`config.mk`:
```
export PLATFORM = sky130hd
export DESIGN_NAME = alu_result_stage
export DESIGN_NICKNAME = d
export VERILOG_FILES = /design/src/rtl/alu_result_stage.sv
export SDC_FILE = /design/constraint.sdc
export NUM_CORES = 1
export LEC_CHECK = 0
export CAP_MARGIN = 20
export CELL_PAD_IN_SITES_DETAIL_PLACEMENT = 0
export CELL_PAD_IN_SITES_GLOBAL_PLACEMENT = 2
export CORE_UTILIZATION = 22
export CTS_BUF_LIST = sky130_fd_sc_hd__clkbuf_16
export DETAILED_ROUTE_END_ITERATION = 12
export PLACE_DENSITY = 0.87
export RECOVER_POWER = 50
export SKIP_LAST_GASP = 1
export SYNTH_ARGS = -nofsm -noshare
export SYNTH_HDL_FRONTEND = slang
export SYNTH_SLANG_ARGS = --single-unit
```
`constraint.sdc`:
```
create_clock -name clk -period 2 [get_ports clk]
set_input_delay 0.4 -clock clk [delete_from_list [all_inputs] [get_ports clk]]
set_output_delay 0.4 -clock clk [all_outputs]
set_load 0.02 [all_outputs]
```
`src/rtl/alu_result_stage.sv`:
```
// Write-back stage behind the binary-op ALU ROMs. It waits for the ROM outputs to settle and latches the result,
// then drives the bus and strobes the AC write. It also owns the L (link) and V (overflow) flags.
module alu_result_stage #(
  parameter int WIDTH  = 16,
  parameter int SETTLE = 2
) (
  input  logic             clk,
  input  logic             nreset,
  input  logic             start,
  input  logic [WIDTH-1:0] y_in,
  input  logic             fv_in,
  input  logic             nfltadd_in,
  input  logic             l_load,
  input  logic             l_data,
  input  logic             v_clr,
  output logic [WIDTH-1:0] ibus_out,
  output logic             ibus_oe,
  output logic             ac_we,
  output logic             fl,
  output logic             fv,
  output logic             busy,
  output logic             done
);

  localparam int CW = (SETTLE > 1) ? $clog2(SETTLE) : 1;
  localparam logic [CW-1:0] LAST = CW'((SETTLE > 0) ? SETTLE - 1 : 0);

  typedef enum logic [2:0] {
    IDLE    = 3'd0,
    WAIT    = 3'd1,
    CAPTURE = 3'd2,
    DRIVE   = 3'd3,
    WRITE   = 3'd4
  } state_t;

  state_t           state_reg;
  logic [CW-1:0]    cnt_reg;
  logic [WIDTH-1:0] result_reg;
  logic             capture;
  logic             flip;

  assign capture  = (state_reg == CAPTURE);
  assign flip     = capture & ~nfltadd_in;
  assign ibus_out = result_reg;

  always_ff @(posedge clk) begin
    // Strobes default low so they stay single-cycle.
    ac_we <= 1'b0;
    done  <= 1'b0;
    if (nreset) begin
      state_reg  <= IDLE;
      cnt_reg    <= '0;
      result_reg <= '0;
      ibus_oe    <= 1'b0;
      busy       <= 1'b0;
      fl         <= 1'b0;
      fv         <= 1'b0;
    end else begin
      case (state_reg)
        IDLE: begin
          if (start) begin
            state_reg <= (SETTLE == 0) ? CAPTURE : WAIT;
            cnt_reg   <= '0;
            busy      <= 1'b1;
          end
        end
        WAIT: begin
          if (cnt_reg == LAST) begin
            state_reg <= CAPTURE;
          end else begin
            cnt_reg <= cnt_reg + CW'(1);
          end
        end
        CAPTURE: begin
          state_reg  <= DRIVE;
          result_reg <= y_in;
          ibus_oe    <= 1'b1;
        end
        DRIVE: begin
          state_reg <= WRITE;
          ac_we     <= 1'b1;
          done      <= 1'b1;
        end
        WRITE: begin
          // start on this edge is deliberately dropped; it is first seen in IDLE.
          state_reg <= IDLE;
          ibus_oe   <= 1'b0;
          busy      <= 1'b0;
        end
        default: begin
          state_reg <= IDLE;
          ibus_oe   <= 1'b0;
          busy      <= 1'b0;
        end
      endcase

      // A direct L load still folds in a flip requested on the same capture edge.
      if (l_load) begin
        fl <= l_data ^ flip;
      end else if (flip) begin
        fl <= ~fl;
      end

      // Overflow set beats a simultaneous clear.
      if (capture && fv_in) begin
        fv <= 1'b1;
      end else if (v_clr) begin
        fv <= 1'b0;
      end
    end
  end

endmodule

```
== Word-level counts from Yosys, hierarchy flattened ==
Cells that the tools add are included.
Cells by class
  $add $sub $neg: 1
  equal/unequal tests: 5
  mux-type cells: 14
  bitwise operators: 5
  reduce and logical (&&, ||, !) cells: 10
Operators by type and width (count)
  case mux 3 bit (4 select lines): 1
  2-to-1 mux 1 bit: 8
  == test 3 x 2 -> 1 bit, second input constant: 2
  2-to-1 mux 3 bit: 2
  case mux 1 bit (2 select lines): 3
  AND reduction 2 bit: 3
  nonzero test 2 bit: 3
  OR reduction 3 bit: 2
  inequality test 2 bit, second input constant: 2
  == test 3 x 1 -> 1 bit, second input constant: 1
  zero test 3 bit: 1
  NOT 1 bit: 3
  adder 1 bit, second input constant: 1
  AND 1 bit: 1
  logical AND 1 bit: 1
  bitwise XOR 1 bit: 1
Word-level totals
  register bits after elaboration: 25
  bits of input ports: 24
  output and inout bits: 22
  logic and storage cells: 43

== Longest topological paths before layout ==
Gate-level depths: netlist of the first run.
  depth after elaboration: 4
  gate-level depth with buffers: 6
  gate-level depth less buffers: 3

== Least setup slack after synthesis of the first run ==
Ideal clock, no wire load.
  kind: flip-flop to flip-flop
  start: register state_reg[2]
  end: register result_reg[0], in the netlist ibus_out[0]
  setup time: 0.132 ns
  data arrival time: 1.198 ns
  data required time: 1.868 ns
  path slack: 0.670 ns
  cell stages (with the launch flop): 7
  buffers on the path: 3
  period minus slack after synthesis: 1.330 ns
  path through: dfxtp_1 > buf_6 > or3b_1 > buf_6 > buf_2 > nand2_1 > a21oi_1
On the way
  cells in the longest elaborated chain, start to end: 1
Ends and longest elaborated chain
  start, declared: line 36  | state_t state_reg;
  start signal, assigned: line 62  | state_reg <= (SETTLE == 0) ? CAPTURE : WAIT;
  == test 3 x 2 -> 1 bit: line 59  | case (state_reg)
  end signal, assigned: line 76  | result_reg <= y_in;
  end, declared: line 38  | logic [WIDTH-1:0] result_reg;
Every way passes these cells.
A chain may end at the register's enable or synchronous reset.

== Worst setup path after layout of the first run ==
  start: input nreset
  end: register state_reg[1]
RTL lines
  start, declared: line 8  | input logic nreset,
No word-level cell between the ends.

==> out/results.tsv, run 1 <==
stage	metric	value	unit
setup_path	path_class	in2reg	
route	via_per_inst	4.27	
setup_path	end_kind	register	
sta	clock_skew	0.00249	ns
cts	cts_tree	built	
global_routing	track_usage	0.102	
hold_path	whs_endpoint	ibus_out[15]	
hold_path	holdPathStages	2	
cts	cts-root-buf	clkbuf_16	
sta	setup_violations	0	
layout	area_growth	59.7	%
global_routing	antenna_found_initial	0	
setup_path	cp.arrival	1.77	ns
place	post-dp-hpwl	1640	µm
sta	rsz0062_at_grt	false	
floorplanning	die_area	0.00448	mm²
sta	fin_setup_tns	0	ns
pwr	cellLeakagePower	0.505	nW
route	routed_wirelength	2240	µm
setup_path	worst_setup_path_start_kind	primary input	
pwr	total_power	0.00108	W
sta	slew_headroom	0.282	
synth	ys_ff_latch	25	
place	dpl_cell_area	0.00141	mm²
pwr	power.density	728	mW/mm²
sta	final.min_clock_period	1.69	ns
layout	final_common_cell	clkdlybuf4s50_1	
route	drc	0	
cts	clock-sinks	25	
cts	clkSlewWorstSetupHoldPaths	0.06	ns
setup_path	path_max_fanout	25	
layout	fin_area	0.00148	mm²
global_routing	gr-total-overflow	0	
cts	clk_latency	0.25	ns
global_routing	grt_pass1_wl	3440	µm
place	io_buffers	45	
layout	largest_reg_flops	16	
synth	syn-cell-area	928	µm²
sta	finalHoldViolCount	0	
floorplanning	ios	46	
sta	fmax	592	MHz
synth	avgSynthCellArea	8.52	µm²
route	vias	862	
route	first_pass_iters	4	
sta	holdWs	0.456	ns
route	post_drt_wl_per_cell	11.1	µm
synth	synth_cell_types	21	
cts	post_cts_buffers	0	
layout	final_cell_mix	clkdlybuf4s50_1, nand2_1, dfxtp_1, a21oi_1, nor3_1	
setup_path	r2r_start	state_reg[2]	
synth	syn_inst	109	
run	maxCapViolations	0	
run_status	status	finished, final reports clean	
hold_path	worstHoldStart	ibus_out[15]	
sta	worstMarginPinSlew	1.08	ns
synth	ys_seq_area_frac	0.539	
pwr	peakVddDrop	0.235	mV
global_routing	grt_pass1_vias	790	
cts	cts_hold_buf	0	
cts	cts.path.max_buffers	2	
synth	mappedNetlistNets	133	
route	drt_iter0_markers	19	
setup_path	rr_endpoint	fl	
layout	drive_gt1_frac	0.0526	
global_routing	grt_max_degree	26	
setup_path	rrSetupSlack	0.39	ns
sta	period_share	0.844	
floorplanning	num_rows	23	
cts	cts_buffers	3	
synth	yosysWarnings	0	
route	ant_nets	0	
place	gp_congestion	0.666	
hold_path	hp-class	reg2reg	
cts	post_cts_resized	0	
sta	maxSlewViolCount	0	
cts	cts_max_level	1	
floorplanning	dieHeight	67.0	µm
floorplanning	dieWidth	67.0	µm
layout	nNetsFinal	177	
layout	n_antenna_cell	0	
floorplanning	initial_core_util	0.230	
setup_path	cp.required	2.08	ns
floorplanning	core_area	0.00403	mm²
setup_path	worstRegToRegCells	3	
==> area by class of cell <==
type	instances	area (µm²)
fill	424	2550
sequential	25	500
timing repair buffer	48	469
multi-input combinational	75	372
clock buffer	3	75.1
tap	50	62.6
clock inverter	1	3.75
==> kinds of logic (layout without fill, tap and decap cells) <==
kind of cell / Yosys count / after routing / share of synthesized area
compound gates: 24 / 24 / 0.144
buf+inv: 9 / 52 / 0.0606
flops: 25 / 25 / 0.539
mux: 1 / 1 / 0.0108
simple gates: 50 / 50 / 0.245
==> worst max-delay path: stages <==
cell,delay (ns)
clkdlybuf4s50_1,0.45
clkbuf_1,0.80
a211oi_1,0.12
==> metrics by stage <==
| stage | worst slack (ns) | cells | util |
|---|---|---|---|
| after floorplan | 0.670 | 109 | - |
| after global placement | 0.444 | 198 | 0.349 |
| after detailed placement | 0.404 | 198 | 0.349 |
| after CTS | 0.375 | 202 | 0.369 |
| after global routing | 0.192 | 202 | 0.368 |
| final | 0.312 | 202 | 0.368 |
==> per-layer routing <==
layer	track usage	routed length [µm]	up-vias
met5	0	0	-
met4	0.0319	6	0
met3	0.0377	164	2
met2	0.163	992	30
met1	0.125	1070	389
li1	-	-	441
==> report_power, final <==
group | internal, W | switching (W)
Clock | 0.000267 | 0.000161
Combinational | 0.0000769 | 0.0000495
Sequential | 0.000513 | 0.0000123
Total | 0.000857 | 0.000223
==> worst max path at each step <==
stage,start,to,slack (ns)
5_1_grt,nreset,busy,0.19
6_report,nreset,state_reg[1],0.31
3_5_place_dp,state_reg[2],fl,0.40
4_1_cts,ibus_oe,ibus_oe,0.37
3_3_place_gp,state_reg[2],fl,0.44
2_1_floorplan,state_reg[2],ibus_out[0],0.67
==> cells in the mapped netlist (all sizes together) <==
library cell | n | area [µm²]
nand2b | 4 | 25.0
o21ba | 1 | 10.0
nor3 | 6 | 30.0
clkbuf | 3 | 11.3
nor2 | 2 | 7.51
mux2i | 1 | 10.0
or3b | 1 | 8.76
dfxtp | 25 | 500
or2 | 1 | 6.26
a21oi | 19 | 95.1
o21a | 1 | 7.51
o22a | 1 | 8.76
nor3b | 1 | 12.5
nor2b | 1 | 6.26
nand2 | 33 | 124
o21ai | 1 | 5.00
a211oi | 1 | 7.51
buf | 6 | 45.0
nand3b | 1 | 7.51
Power figures use the tool's default switching activity.
==> inputs of run 2 (changes only) <==
Settings changed: CORE_UTILIZATION 22 to 19, PLACE_DENSITY 0.87 to 0.81.
Clock period 2 ns to 1.5 ns, I/O delays scaled along.
==> run 2 against run 1 <==
Total power grew 34%. Sequential power up 32%. Global-route usage is 0.69 points lower. Combinational power is 35% higher. Worst hold slack worse by 0.0019 ns. Register-to-register slack got worse by 0.19 ns. Die area increased by 15%. Core utilization shrank 6.3 points. Clock power increased by 36%. Largest cell class unchanged. Highest routed layer unchanged.
==> out/results.tsv, run 2 (synthesis gave the netlist of run 1 again) <==
stage	metric	value	unit	change
run_status	status	finished, final reports clean		
sta	fin_setup_tns	0	ns	unchanged
pwr	power.density	1000	mW/mm²	+38%
global_routing	grt_max_degree	26		unchanged
route	via_per_inst	4.00		-6.4%
setup_path	cp.arrival	1.42	ns	-0.35 ns
setup_path	end_kind	register		
cts	cts_tree	built		
setup_path	r2r_start	state_reg[2]		
setup_path	crit_chain	or3b_1 -> clkbuf_1 -> nand2_1 -> a21oi_1		
layout	utilization	0.305		-0.0628
layout	area_growth	55.3	%	
floorplanning	dieHeight	71.9	µm	+7.4%
sta	finalHoldViolCount	0		unchanged
floorplanning	dieWidth	71.9	µm	+7.4%
cts	cts_buffers	3		unchanged
global_routing	grt_pass1_vias	839		+6.2%
global_routing	antenna_found_initial	0		unchanged
setup_path	cp.required	1.62	ns	-0.46 ns
layout	drive_gt1_frac	0.0828		+0.0302
route	drt_iter0_markers	33		+14
layout	largest_reg_flops	16		unchanged
route	vias	895		+3.8%
setup_path	path_max_fanout	8		-68%
hold_path	worstHoldStart	ibus_out[6]		
cts	cts.path.max_buffers	2		unchanged
sta	fmax	769	MHz	
cts	clock-sinks	25		unchanged
sta	worstMarginPinSlew	0.533	ns	-0.545 ns
layout	nNetsFinal	182		+2.8%
cts	cts_hold_buf	0		unchanged
sta	slew_headroom	0.645		+0.363
sta	maxSlewViolCount	0		unchanged
global_routing	gr-total-overflow	0		unchanged
sta	setup_violations	0		unchanged
cts	clk_latency	0.25	ns	about the same
setup_path	rr_endpoint	ibus_out[9]		
hold_path	hp-class	reg2reg		
setup_path	worst_setup_path_start_kind	register		
layout	final_common_cell	nand2_1		
setup_path	crit_buf_inv	1		-1
floorplanning	die_area	0.00517	mm²	+15%
hold_path	holdPathStages	2		unchanged
sta	period_share	0.867		
run	maxCapViolations	0		unchanged
pwr	cellLeakagePower	0.536	nW	+6.2%
floorplanning	core_area	0.00472	mm²	+17%
route	first_pass_iters	4		unchanged
layout	n_antenna_cell	0		unchanged
floorplanning	num_rows	25		+8.7%
place	post-dp-hpwl	1760	µm	+7.5%
hold_path	whs_endpoint	ibus_out[6]		
setup_path	path_class	reg2reg		
cts	clkSlewWorstSetupHoldPaths	0.06	ns	about the same
setup_path	worstRegToRegCells	4		+1
route	routed_wirelength	2420	µm	+8.3%
floorplanning	initial_core_util	0.197		-0.0339
place	gp_congestion	0.676		+1.5%
floorplanning	ios	46		unchanged
setup_path	slowest_delay	0.44	ns	-0.36 ns
sta	final.min_clock_period	1.30	ns	
setup_path	slowest_stage	or3b_1		
setup_path	rrSetupSlack	0.20	ns	-0.19 ns
route	ant_nets	0		unchanged
place	io_buffers	45		unchanged
sta	rsz0062_at_grt	false		
pwr	peakVddDrop	0.388	mV	+65%
sta	clock_skew	0.00146	ns	-0.00102 ns
cts	cts_max_level	1		unchanged
global_routing	grt_pass1_wl	3730	µm	+8.4%
cts	cts-root-buf	clkbuf_16		
route	drc	0		unchanged
global_routing	track_usage	0.0950		-0.00685
layout	final_cell_mix	nand2_1, dfxtp_1, clkdlybuf4s50_1, a21oi_1, clkbuf_1		
route	post_drt_wl_per_cell	10.8	µm	-2.3%
layout	nFillCells	517		+22%
setup_path	critPathTopFamily	simple AND/OR/NAND/NOR gates		
[run 2: cell types whose count changed in the layout (fill, tap and decap cells not counted), sizes merged]
cell,delta
clkdlybuf4s50,-22
clkbuf,+15
buf,+4
dlygate4sd2,+8
[run 2: worst max-delay path by stage]
stage / slack (ns) / start / to / cells after the start
6_report: 0.20 / state_reg[2] / ibus_out[9] / 4
5_1_grt: 0.12 / state_reg[2] / ibus_out[7] / 4
4_1_cts: 0.0001 / ibus_out[2] / ibus_out[2] / 1
3_5_place_dp: 0.19 / l_load / fl / 4
3_3_place_gp: 0.21 / l_load / fl / 4
2_1_floorplan: 0.17 / state_reg[2] / ibus_out[0] / 6
[run 2: repair_timing]
item                                    CTS  global route
endpoints found under the setup margin    8            14
setup buffers                             0             0
gates resized for setup                   8            14
[run 2: layer usage]
layer / GRT usage / part of all wire / up-vias
li1: - / - / 453
met1: 0.113 / 0.47 / 404
met2: 0.159 / 0.46 / 33
met3: 0.0292 / 0.057 / 5
met4: 0.0392 / 0.014 / 0
met5: 0 / 0 / -
[run 2: worst reg2reg max path: stages, from the launching register on]
cell      delay [ns]
dfxtp_1         0.30
or3b_1          0.44
clkbuf_1        0.24
nand2_1         0.12
a21oi_1         0.07
[run 2: metrics by stage]
stage               hold slack (ns)  total power (W)  area, µm²  instances  worst slack, ns
floorplan                     0.436         0.000787        928        109            0.170
global placement              0.443         0.000897       1480        220            0.212
detailed placement            0.446         0.000900       1480        220            0.187
CTS                           0.455          0.00148       1550        224         0.000108
global route                  0.473          0.00151       1440        224            0.116
finish                        0.454          0.00145       1440        224            0.200
[run 2: where the power goes]
part           internal [W]  switching [W]  leakage [nW]  total [W]
Sequential         0.000684     0.00000946         0.203   0.000694
Clock              0.000356       0.000227        0.0423   0.000583
Combinational     0.0000944      0.0000757         0.291   0.000170
[run 2: final cells by class]
cell class,count,area (µm²),area share
sequential,25,500,0.347
multi-input combinational,75,372,0.258
tap,67,83.8,0.0582
clock buffer,3,75.1,0.0521
timing repair buffer,53,407,0.282
clock inverter,1,3.75,0.00260
==> patch 1: new RTL, flow settings as in run 2 <==
Register the output `ibus_out` once more, without a reset; this adds one clock of latency there. The other outputs are not delayed to match.
--- a/src/rtl/alu_result_stage.sv
+++ b/src/rtl/alu_result_stage.sv
@@ -43,3 +43,5 @@
   assign flip     = capture & ~nfltadd_in;
-  assign ibus_out = result_reg;
+  always_ff @(posedge clk) begin
+    ibus_out <= result_reg;
+  end
 
Check against the original RTL: not equivalent (Yosys sat finds a counterexample within 10 cycles, from zero or initial values and one cycle with nreset high).
==> patch 1 against run 2 <==
- cell area up 29%
- global-route usage is 1.2 points lower
- via count grew 5.7%
- area after synthesis is 33% higher
- clock power is 71% higher
- sequential cell count is 16 higher
- clock skew rose by 0.0026 ns
- sequential power is 63% higher
- wire length up 11%
- power grew 59%
- setup slack lost 0.16 ns
==> patch 1: results (changes against run 2) <==
- The critical-path maximum fanout is 1 (was 8).
- The slack of the worst reg-to-reg path is 0.23 ns (was 0.20 ns).
- The count of clock-net buffers in the final layout is 5 (was 3).
- The net count after synthesis is 145 (was 133).
- The via count of the first global-routing pass was 836 (was 839).
- The starting DRC count in detailed routing was 41 (was 33).
- The number of gates resized after cts is 9 (was 8).
- The start point of the critical path is ibus_out[1] (was state_reg[2]).
- The worst hold endpoint is ibus_out[4] (was ibus_out[6]).
- The sequential fraction of the synthesis area is 66.5% (was 53.9%).
- The insertion delay of the later-clocked pin in the worst-skew pair came to 0.27 ns (was 0.25 ns).
- Status: complete, no violations (unchanged).
- The fraction of final layout cells sized beyond drive strength 1 is 9.14% (was 8.28%).
- The leakage component of the power is 0.757 nW (was 0.536 nW).
- The register clock-pin slew on the reported worst setup and hold paths came to 0.06 ns (about the same).
- The dominant cell by count in the synthesized netlist is sky130_fd_sc_hd__dfxtp_1 (was sky130_fd_sc_hd__nand2_1).
- The area fraction in compound gates after synthesis was 11.2% (was 14.4%).
- The smallest hold slack is 0.350 ns (was 0.454 ns).
- The family with the most delay on the worst path is buffers and inverters (was simple AND/OR/NAND/NOR gates).
- The detailed-route vias per instance came to 3.78 (was 4.00).
- The met2 global-route usage is 12.0% (was 15.9%).
- The met3 layer wire length in the routed design is 259 um (was 138 um).
- The length of routed wiring on met1 was 1240 um (was 1140 um).
- The maximum number of pins on one net before global-route repair came to 13 (was 26).
- The global placer's final weighted congestion was 0.649 (was 0.676).
- The CTS H-tree depth is 2 (was 1).
- The flip-flop and latch count after synthesis was 41 (was 25).
- The number of filler instances in the final layout came to 685 (was 517).
- The net count of the finished layout is 198 (was 182).
- The per-cell routed wire length is 10.7 um (was 10.8 um).
- The post-detailed-placement half-perimeter wirelength is 1790 um (was 1760 um).
- The delay of the slowest cell on the worst path was 0.59 ns (was 0.44 ns).
- The peak supply drop is 0.000424 V (was 0.000388 V).
- The capture point of the worst reg-to-reg path is result_reg[9] (was ibus_out[9]).
- The post-synthesis mux area share was 0.811% (was 1.08%).
- The all-layer global routing usage is 8.35% (was 9.50%).
- The global routing usage on met3 is 4.29% (was 2.92%).
- The hold-critical path depth came to 0 (was 2).
- The detailed-router iteration count before antenna repair came to 3 (was 4).
- The data arrival at the endpoint of the critical path is 1.16 ns (was 1.42 ns).
- The nature of the critical path endpoint is an output port (was register).
- The number of multi-input logic gates came to 73 (was 75).
- The clock buffer and inverter area fraction after layout is 7.38% (was 5.47%).
- The final worst clock skew is 0.00409 ns (was 0.00146 ns).
- The total area of sequential cells was 821 um^2 (was 500 um^2).
- The normalized max-slew margin came to 80.5% (was 64.5%).
- The count of distinct cell types in the synthesized netlist came to 22 (was 21).
-- patch 1: changes by cell type after synthesis, sizes merged, moves of 2 or more --
cell,change
nand2b,-2
nor3,-4
and3,+2
dfxtp,+16
-- patch 1: through the flow --
| step | worst slack, ns | utilization (%) | instances | power [mW] | instance area [um^2] |
|---|---|---|---|---|---|
| after CTS | 0.00189 | 31.4 | 250 | 2.35 | 1920 |
| after global placement | 0.204 | 29.4 | 242 | 1.35 | 1790 |
| final | 0.0357 | 30.6 | 250 | 2.31 | 1870 |
| after floorplan | 0.173 | - | 121 | 1.23 | 1230 |
| after detailed placement | 0.179 | 29.4 | 242 | 1.35 | 1790 |
| after global routing | 0.00117 | 30.6 | 250 | 2.40 | 1870 |
-- patch 1: power breakdown --
part,switching [mW],internal (mW),total (mW)
sequential,0.0121,1.12,1.13
combinational,0.0773,0.0992,0.176
clock,0.396,0.601,0.997
total,0.486,1.82,2.31
==> patch 2: new RTL, flow settings as in run 2 <==
Made on the original files. The parameter `WIDTH` goes from 16 to 20.
--- a/src/rtl/alu_result_stage.sv
+++ b/src/rtl/alu_result_stage.sv
@@ -3,3 +3,3 @@
 module alu_result_stage #(
-  parameter int WIDTH  = 16,
+  parameter int WIDTH  = 20,
   parameter int SETTLE = 2
Ports: changed (resized ibus_out and y_in); port bits go from 46 to 54. No check against the original RTL was run, so the function may have changed too.
==> patch 2 against run 2 <==
- utilization grew 3.1 points
- power grew 32%
- sequential cell count grew 4
- area after synthesis grew 13%
- wire length grew 10%
- critical path depth is the same
- synthesized cell count grew 16%
- cell area grew 22%
- setup slack gained 0.0076 ns
- highest routed layer unchanged
==> patch 2: results (changes against run 2) <==
- The starting DRC count in detailed routing is 22 (was 33).
- The average cell area after synthesis is 8.35 um^2 (was 8.52 um^2).
- The via count is 1026 (was 895).
- The leakage component of the power is 0.721 nW (was 0.536 nW).
- The total placed cells including tap cells is 247 (was 220).
- The fraction of final layout cells sized beyond drive strength 1 is 8.11% (was 8.28%).
- The post-detailed-routing wire length is 2660 um (was 2420 um).
- The via count of the first global-routing pass is 989 (was 839).
- The wire length of the first global-routing pass is 4640 um (was 3730 um).
- The CTS H-tree depth was 2 (was 1).
- The number of clock buffers inserted by TritonCTS is 5 (was 3).
- Commonest cells post-synth: sky130_fd_sc_hd__nand2_1, sky130_fd_sc_hd__dfxtp_1, sky130_fd_sc_hd__a21oi_1, sky130_fd_sc_hd__nor3_1 (was sky130_fd_sc_hd__nand2_1, sky130_fd_sc_hd__dfxtp_1, sky130_fd_sc_hd__a21oi_1, sky130_fd_sc_hd__nor3_1, sky130_fd_sc_hd__nand2b_1).
- The flip-flop count of the largest register, all copies and words added is 20 (was 16).
- The slowest cell on the critical path is sky130_fd_sc_hd__clkdlybuf4s50_1 (was sky130_fd_sc_hd__or3b_1).
- The number of I/O port buffers is 53 (was 45).
- The delay of the slowest cell on the worst path came to 0.48 ns (was 0.44 ns).
- The insertion delay of the later-clocked pin in the worst-skew pair is 0.27 ns (was 0.25 ns).
- The class of the tightest hold or removal check is register to register (unchanged).
- The instance area after placement is 1690 um^2 (was 1480 um^2).
- The all-layer global routing usage was 10.3% (was 9.50%).
- The sequential fraction of the synthesis area is 55.2% (was 53.9%).
- The post-cts hold buffer count is 0 (unchanged).
- The maximum number of pins on one net before global-route repair is 30 (was 26).
- The peak supply drop came to 0.000356 V (was 0.000388 V).
- The slew at the pin with the worst max-slew slack was 0.596 ns (was 0.533 ns).
- The post-synthesis mux area share is 0.951% (was 1.08%).
- The net count of the finished layout came to 212 (was 182).
- The area fraction in compound gates after synthesis is 13.6% (was 14.4%).
- Status: complete, no violations (unchanged).
- The global placer's final weighted congestion is 0.613 (was 0.676).
- The number of filler instances in the final layout is 592 (was 517).
- The final worst clock skew came to 0.00329 ns (was 0.00146 ns).
- The net count after synthesis is 154 (was 133).
## patch 2: cell types whose count changed in the layout (fill, tap and decap cells not counted), moves of 3 or more
cell / delta
sky130_fd_sc_hd__a21oi_1: +3
sky130_fd_sc_hd__clkbuf_1: -9
sky130_fd_sc_hd__clkdlybuf4s50_1: +4
sky130_fd_sc_hd__dfxtp_1: +4
sky130_fd_sc_hd__dlygate4sd2_1: +12
sky130_fd_sc_hd__nand2_1: +8
## patch 2: logic make-up (layout without fill, tap and decap cells)
family                 after synthesis  in the layout
AND/OR/NAND/NOR                     60             60
AO/OA/AOI/OAI                       26             26
flip-flops                          29             29
buffers and inverters               10             69
multiplexers                         1              1
## patch 2: power by group
group          switching (mW)  internal, mW
clock                   0.313         0.593
sequential             0.0105         0.795
combinational          0.0832         0.110
## patch 2: area by class of cell
class                   instances  area (um^2)  share of cell area (%)
well taps                      70         87.6                    5.00
repair buffers                 61          526                    30.0
clock buffers                   5          125                    7.14
multi-input cells              87          422                    24.1
clock inverters                 3         11.3                   0.643
flip-flops and latches         29          581                    33.1
## patch 2: timing repair
action	in CTS	in global routing
gates resized for setup	20	6
endpoints found under the hold margin	0	0
endpoints found under the setup margin	20	6
pin swaps	0	0
buffers inserted	0	0
## patch 2: worst register-to-register path, cell delays in order (launching register included)
cell,delay [ns]
sky130_fd_sc_hd__dfxtp_1,0.32
sky130_fd_sc_hd__buf_4,0.17
sky130_fd_sc_hd__or3b_2,0.46
sky130_fd_sc_hd__a2bb2oi_1,0.16
sky130_fd_sc_hd__nor2_1,0.05
## patch 2: final timing paths
| path | from | endpoint | slack (ns) |
|---|---|---|---|
| worst max-delay path | start | cnt_reg | 0.21 |
| worst min-delay path | ibus_out[11] | ibus_out[11] | 0.45 |
| worst max register to register | state_reg[2] | cnt_reg | 0.21 |
| worst min register to register | ibus_out[11] | ibus_out[11] | 0.45 |
## patch 2: metrics by stage
step | util (%) | setup slack, ns | hold slack, ns
after floorplan | - | 0.201 | 0.436
after global routing | 33.7 | 0.100 | 0.470
after detailed placement | 32.5 | -0.0502 | 0.446
final | 33.7 | 0.207 | 0.449
after CTS | 34.7 | 0.000925 | 0.452
after global placement | 32.5 | -0.0417 | 0.442
## patch 2: routing by layer
metal | track usage [%] | up-vias | routed length (um)
met5 | 0 | - | 0
met4 | 5.19 | 0 | 31
met3 | 4.43 | 5 | 223
met2 | 16.8 | 39 | 1190
met1 | 11.4 | 452 | 1210
li1 | - | 530 | -
